==> src/rtl/sine_voice_seq_pkg.sv <==
// Shared types and constants for the time-multiplexed sine voice sequencer.
package sine_voice_seq_pkg;

    typedef enum logic [1:0] {
        ST_IDLE  = 2'd0,
        ST_ISSUE = 2'd1,
        ST_DRAIN = 2'd2,
        ST_OUT   = 2'd3
    } state_t;

    localparam int PHASE_W        = 16;
    localparam int SAMPLE_W       = 16;
    localparam int DEF_NUM_VOICES = 8;
    localparam int DEF_SINE_LAT   = 3;

endpackage

==> src/rtl/sine_voice_regfile.sv <==
// Per-voice tuning/gate/phase storage with a config write port and an indexed read/advance port.
// Optional build macro SINE_VOICE_SEQ_PHASE_RESTART_EN: a gate 0->1 write also zeroes that voice's phase.
module sine_voice_regfile
    import sine_voice_seq_pkg::*;
#(
    parameter int NUM_VOICES = DEF_NUM_VOICES,
    parameter int VIDX_W     = $clog2(NUM_VOICES)
) (
    input  logic               clk,
    input  logic               rst,
    input  logic               cfg_we,
    input  logic [VIDX_W-1:0]  cfg_voice,
    input  logic [PHASE_W-1:0] cfg_tuning,
    input  logic               cfg_gate,
    input  logic [VIDX_W-1:0]  rd_voice,
    input  logic               adv_en,
    output logic [PHASE_W-1:0] rd_phase,
    output logic               rd_gate
);

    logic [PHASE_W-1:0]    phase_vec [NUM_VOICES];
    logic [NUM_VOICES-1:0] gate_vec;

    generate
        for (genvar gi = 0; gi < NUM_VOICES; gi++) begin : g_voice
            logic [PHASE_W-1:0] phase_reg;
            logic [PHASE_W-1:0] tuning_reg;
            logic               gate_reg;
            logic               sel_wr;
            logic               sel_adv;

            assign sel_wr  = cfg_we && (cfg_voice == VIDX_W'(gi));
            assign sel_adv = adv_en && (rd_voice == VIDX_W'(gi));

            // Advance sees the pre-write tuning/gate, so a same-cycle write lands on the next frame.
            always_ff @(posedge clk or posedge rst) begin
                if (rst) begin
                    phase_reg  <= '0;
                    tuning_reg <= '0;
                    gate_reg   <= 1'b0;
                end else begin
                    if (sel_adv && gate_reg)
                        phase_reg <= phase_reg + tuning_reg;
`ifdef SINE_VOICE_SEQ_PHASE_RESTART_EN
                    if (sel_wr && cfg_gate && !gate_reg)
                        phase_reg <= '0;
`endif
                    if (sel_wr) begin
                        tuning_reg <= cfg_tuning;
                        gate_reg   <= cfg_gate;
                    end
                end
            end

            assign phase_vec[gi] = phase_reg;
            assign gate_vec[gi]  = gate_reg;
        end
    endgenerate

    assign rd_phase = phase_vec[rd_voice];
    assign rd_gate  = gate_vec[rd_voice];

endmodule

==> src/rtl/sine_voice_sequencer.sv <==
// Shares one sine pipeline among NUM_VOICES voices: issue phases, accumulate results, emit a scaled mix.
// Optional build macro SINE_VOICE_SEQ_PHASE_RESTART_EN (handled in sine_voice_regfile).
module sine_voice_sequencer
    import sine_voice_seq_pkg::*;
#(
    parameter int NUM_VOICES = DEF_NUM_VOICES,
    parameter int SINE_LAT   = DEF_SINE_LAT,
    parameter int VIDX_W     = $clog2(NUM_VOICES)
) (
    input  logic                clk,
    input  logic                rst,
    input  logic                i_sample_tick,
    input  logic                i_cfg_we,
    input  logic [VIDX_W-1:0]   i_cfg_voice,
    input  logic [PHASE_W-1:0]  i_cfg_tuning,
    input  logic                i_cfg_gate,
    output logic [PHASE_W-1:0]  o_phase,
    input  logic [SAMPLE_W-1:0] i_sine_val,
    output logic [SAMPLE_W-1:0] o_sample,
    output logic                o_valid,
    output logic                o_busy,
    output logic                o_overrun
);

    localparam int ACC_W  = SAMPLE_W + VIDX_W;
    localparam int DCNT_W = $clog2(SINE_LAT + 2);

    state_t                    state_reg;
    logic [VIDX_W-1:0]         voice_cnt_reg;
    logic [DCNT_W-1:0]         drain_cnt_reg;
    logic [SINE_LAT:0]         vld_pipe_reg;
    logic signed [ACC_W-1:0]   acc_reg;
    logic signed [ACC_W-1:0]   acc_next;
    logic signed [ACC_W-1:0]   term;
    logic [SAMPLE_W-1:0]       sample_next;
    logic [PHASE_W-1:0]        rd_phase;
    logic                      rd_gate;
    logic                      issuing;

    assign issuing = (state_reg == ST_ISSUE);

    sine_voice_regfile #(
        .NUM_VOICES (NUM_VOICES),
        .VIDX_W     (VIDX_W)
    ) u_regfile (
        .clk        (clk),
        .rst        (rst),
        .cfg_we     (i_cfg_we),
        .cfg_voice  (i_cfg_voice),
        .cfg_tuning (i_cfg_tuning),
        .cfg_gate   (i_cfg_gate),
        .rd_voice   (voice_cnt_reg),
        .adv_en     (issuing),
        .rd_phase   (rd_phase),
        .rd_gate    (rd_gate)
    );

    // Stage 0 lines up with o_phase; the last stage lines up with i_sine_val SINE_LAT cycles on.
    always_comb begin
        term        = vld_pipe_reg[SINE_LAT] ? {{VIDX_W{i_sine_val[SAMPLE_W-1]}}, i_sine_val} : '0;
        acc_next    = acc_reg + term;
        sample_next = SAMPLE_W'(acc_next >>> VIDX_W);
    end

    // DRAIN runs SINE_LAT+1 cycles: the sine latency plus the o_phase output register.
    always_ff @(posedge clk or posedge rst) begin
        if (rst) begin
            state_reg     <= ST_IDLE;
            voice_cnt_reg <= '0;
            drain_cnt_reg <= '0;
            vld_pipe_reg  <= '0;
            acc_reg       <= '0;
            o_phase       <= '0;
            o_sample      <= '0;
            o_valid       <= 1'b0;
            o_busy        <= 1'b0;
            o_overrun     <= 1'b0;
        end else begin
            vld_pipe_reg <= {vld_pipe_reg[SINE_LAT-1:0], issuing && rd_gate};
            if (i_sample_tick && (state_reg != ST_IDLE))
                o_overrun <= 1'b1;
            case (state_reg)
                ST_IDLE: begin
                    if (i_sample_tick) begin
                        state_reg     <= ST_ISSUE;
                        acc_reg       <= '0;
                        voice_cnt_reg <= '0;
                        o_busy        <= 1'b1;
                    end
                end
                ST_ISSUE: begin
                    o_phase       <= rd_phase;
                    acc_reg       <= acc_next;
                    voice_cnt_reg <= voice_cnt_reg + VIDX_W'(1);
                    if (voice_cnt_reg == VIDX_W'(NUM_VOICES - 1)) begin
                        state_reg     <= ST_DRAIN;
                        drain_cnt_reg <= '0;
                    end
                end
                ST_DRAIN: begin
                    acc_reg       <= acc_next;
                    drain_cnt_reg <= drain_cnt_reg + DCNT_W'(1);
                    if (drain_cnt_reg == DCNT_W'(SINE_LAT)) begin
                        o_sample  <= sample_next;
                        o_valid   <= 1'b1;
                        state_reg <= ST_OUT;
                    end
                end
                ST_OUT: begin
                    o_valid   <= 1'b0;
                    o_busy    <= 1'b0;
                    state_reg <= ST_IDLE;
                end
                default: state_reg <= ST_IDLE;
            endcase
        end
    end

endmodule

==> config.mk <==
export PLATFORM = sky130hd
export DESIGN_NAME = sine_voice_sequencer
export DESIGN_NICKNAME = d
export VERILOG_FILES = /design/src/rtl/sine_voice_seq_pkg.sv /design/src/rtl/sine_voice_regfile.sv /design/src/rtl/sine_voice_sequencer.sv
export SDC_FILE = /design/constraint.sdc
export NUM_CORES = 1
export LEC_CHECK = 0
export ABC_AREA = 1
export CAP_MARGIN = 20
export CORE_MARGIN = 2
export CORE_UTILIZATION = 40
export CTS_BUF_LIST = sky130_fd_sc_hd__clkbuf_4 sky130_fd_sc_hd__clkbuf_8
export DETAILED_ROUTE_END_ITERATION = 6
export MAX_ROUTING_LAYER = met4
export PLACE_DENSITY = 0.56
export SYNTH_ARGS = -nofsm -noshare
export SYNTH_HDL_FRONTEND = slang
export SYNTH_HIERARCHICAL = 1
export SYNTH_SLANG_ARGS = --single-unit
==> constraint.sdc <==
create_clock -name clk -period 10.6 [get_ports clk]
set_input_delay 2.65 -clock clk [delete_from_list [all_inputs] [get_ports clk]]
set_output_delay 2.65 -clock clk [all_outputs]
set_load 0.02 [all_outputs]
==> key figures <==
Routing
  • DRC viols: 0
  • Final antenna-violating net count: 0
  • Vias per std cell: 4.98
  • DRT Wirelength: 64,800 µm
  • 1st-iter DRT viols: 1,406
  • Routed vias: 19,600
  • First-pass detailed-route iteration total: 6
  • WL/cell: 16.5 µm

Placed design
  • # port buffers: 74
  • Global placer's final weighted congestion: 0.873
  • Placed cells: 3,805
  • Dpl hpwl: 46,900 µm

Cells and area
  • Layout cell share with drive strength beyond 1: 6.13%
  • Commonest non-fill, non-tap cells in the layout: nand2_1, inv_1, dfrtp_1, o21ai_0, nand3_1
  • Post-route insts no fill: 3,925
  • Commonest non-fill, non-tap cell in the layout: nand2_1
  • Area delta synth->final: 13.4%
  • Nets: 3,377

Power
  • Pint: 0.00334 W
  • Sequential power share: 32.5%
  • Leakage power: 13.7 nW
  • Gate power share: 44.2%
  • Switching fraction of total power: 43.4%
  • Clk pwr share: 23.3%
  • Worst vdd ir: 0.000105 V
  • PwrDens: 241 nW/µm²
  • NetSw: 0.00256 W

Clocking
  • Setup Fix Bufs, Post-CTS: 0
  • Clk_lat worst skew: 0.65 ns
  • Clock tree from TritonCTS: yes
  • CTS buffer count: 66
  • Root Driver: clkbuf_8
  • H-tree depth: 3
  • Bufs on Longest Clock Path: 3
  • Clk sinks: 330
  • Number of gates resized after cts: 0
  • Clk slew on worst S/H paths: 0.06 ns
  • # hold bufs at CTS: 0

Status
  • Status: finished clean

Setup path
  • Endpoint class of the critical path: output port
  • R2R setup slack: 7.83 ns
  • Worst EP required: 7.95 ns
  • Crit start category: register
  • Worst path max stage delay: 0.63 ns
  • Critical-path top delay cell: clkdlybuf4s50_1
  • Reg2Reg Depth: 8
  • CP Class: register to output port
  • Worst r2r src: state_reg[1]
  • Worst R2R End: u_regfile/g_voice[6].phase_reg[3]
  • Critical-path maximum fanout: 2
  • CP Cell Sequence: clkdlybuf4s50_1
  • Critical path startpoint: o_sample[9]
  • Buffers and inverters on the worst path: 1
  • Critical path arrival: 1.66 ns
  • Worst path depth: 1
  • Crit-path leading delay family: buffers and inverters

Die
  • Core ar.: 53,600 µm²
  • Initial Utilization: 40.3%
  • I/O pins: 75
  • Chip height: 236 µm
  • Rows: 85
  • Die Area: 55,900 µm²
  • Die W: 236 µm

Logic synthesis
  • Seq/Total Area, Yosys: 38.2%
  • Main combinational cell family by area after synthesis: simple AND/OR/NAND/NOR gates
  • Flip-flop and latch count after synthesis: 330
  • Syn Area/Cell: 6.99 µm²
  • Synth Instances: 3,091
  • Post-synthesis xor/xnor area fraction: 1.95%
  • Synth Area in Simple Gates: 32.2%
  • EDFF count, synth: 0
  • Cell variety after synth: 43
  • Synth area leaders: dfrtp_1, nand2_1, ha_1
  • Post-synthesis async set-or-reset flop share: 100%
  • Cell Area, Synth: 21,600 µm²
  • Fraction of the mapped netlist area in adder cells: 9.29%
  • Ys Warns: 6
  • Compound-gate portion of the synthesized area: 8.93%
  • Yosys top cell area share: 38.2%
  • Post-Synthesis Net Count: 3,286
  • Synth Flop Type: dfrtp_1
  • Multiplexer share of the synthesized area: 0%
  • Post-synth top area cell: dfrtp_1

Timing
  • Final min period: 4.31 ns
  • Setup Skew: 0.0418 ns
  • Fin crit share: 40.7%
  • Setup TNS: 0 ns
  • Final Hold Slack: 0.354 ns
  • Final setup violation count: 0
  • Hold Violations, Final: 0
  • Unrepaired setup endpoints after global routing: no
  • Slew HR: 18.9%
  • Fin. max-slew vios: 0
  • Worst Tran Pin Value: 1.22 ns
  • FMAX: 232 MHz

GRT
  • Initial antenna violation count: 5
  • GRT Total Usage: 24.3%
  • Largest net degree at the start of global routing: 165
  • Total grt overflow: 0
  • First-pass GRT wire length: 103,000 µm
  • Vias in the first global route: 18,800

Min path
  • Min-Delay Path Class: register to register
  • Worst hold stages: 0
  • Hold Path End: vld_pipe_reg[3]
  • Min-delay src: vld_pipe_reg[2]

Run
  • Max Cap Viol: 0
cell usage after synthesis, types with 2 or more instances:
cell,instances
a211oi_1,2
a21oi_1,100
a22o_1,2
a22oi_1,17
a31oi_1,10
and2_1,10
buf_2,17
buf_4,7
buf_6,4
clkbuf_1,33
dfrtp_1,330
fa_1,9
ha_1,146
inv_1,440
inv_2,16
nand2_1,1216
nand2_2,9
nand2_4,6
nand3_1,183
nand3_2,2
nand3b_1,24
nand4_1,18
nor2_1,146
nor2_2,5
nor2_4,2
nor2_8,2
nor3_1,29
nor3_4,3
o2111ai_1,3
o21ai_0,189
o21ai_1,13
o21ai_2,2
o22ai_1,20
or2_2,21
xnor2_1,32
xor2_1,16
layout make-up:
type | instances | area [µm²]
antenna | 1 | 2.50
clock buffer | 101 | 1260
clock inverter | 13 | 106
fill | 5575 | 29100
inverter | 458 | 1730
multi-input combinational | 2241 | 11300
sequential | 330 | 8260
tap | 696 | 871
timing repair buffer | 85 | 947
layer usage:
metal | GRT usage [%] | vias up | part of all wire [%]
met5 | - | - | 0
met4 | 7.17 | 0 | 2.1
met3 | 3.02 | 93 | 4.7
met2 | 38.1 | 453 | 46
met1 | 33.0 | 9128 | 48
li1 | - | 9891 | -
power groups by stage:
stage          combinational [W]  sequential (W)  clock, W
6_report                 0.00261         0.00192   0.00138
5_1_grt                  0.00296         0.00197   0.00148
4_1_cts                  0.00259         0.00192   0.00142
2_1_floorplan            0.00184         0.00190         0
3_5_place_dp             0.00257         0.00194         0
3_3_place_gp             0.00253         0.00192         0
cells by family (layout without fill, tap and decap cells):
group / after synthesis / after routing
xor gates and xnor gates: 48 / 48
buffers and inverters: 520 / 657
AOI/OAI and AO/OA: 361 / 361
DFF: 330 / 330
adders and majority gates: 155 / 155
and+or+nand+nor: 1677 / 1677
other: 0 / 1
per-stage QoR:
stage / worst slack, ns / cell area [µm²] / util [%] / total power [W]
finish: 6.29 / 24500 / 45.7 / 0.00590
global route: 6.19 / 24500 / 45.7 / 0.00640
CTS: 6.23 / 24400 / 45.4 / 0.00593
detailed placement: 5.72 / 23000 / 42.9 / 0.00451
global placement: 5.47 / 23000 / 42.8 / 0.00445
floorplan: 0.681 / 21600 / - / 0.00374
worst max-delay path by stage:
stage | slack [ns] | to
floorplan | 0.68 | u_regfile/g_voice[0].gate_reg
global placement | 5.47 | u_regfile/g_voice[3].tuning_reg[15]
detailed placement | 5.72 | u_regfile/g_voice[2].tuning_reg[15]
CTS | 6.23 | o_sample[9]
global route | 6.19 | o_sample[13]
finish | 6.29 | o_sample[9]
Note: power is estimated with default switching activity, not from simulation.
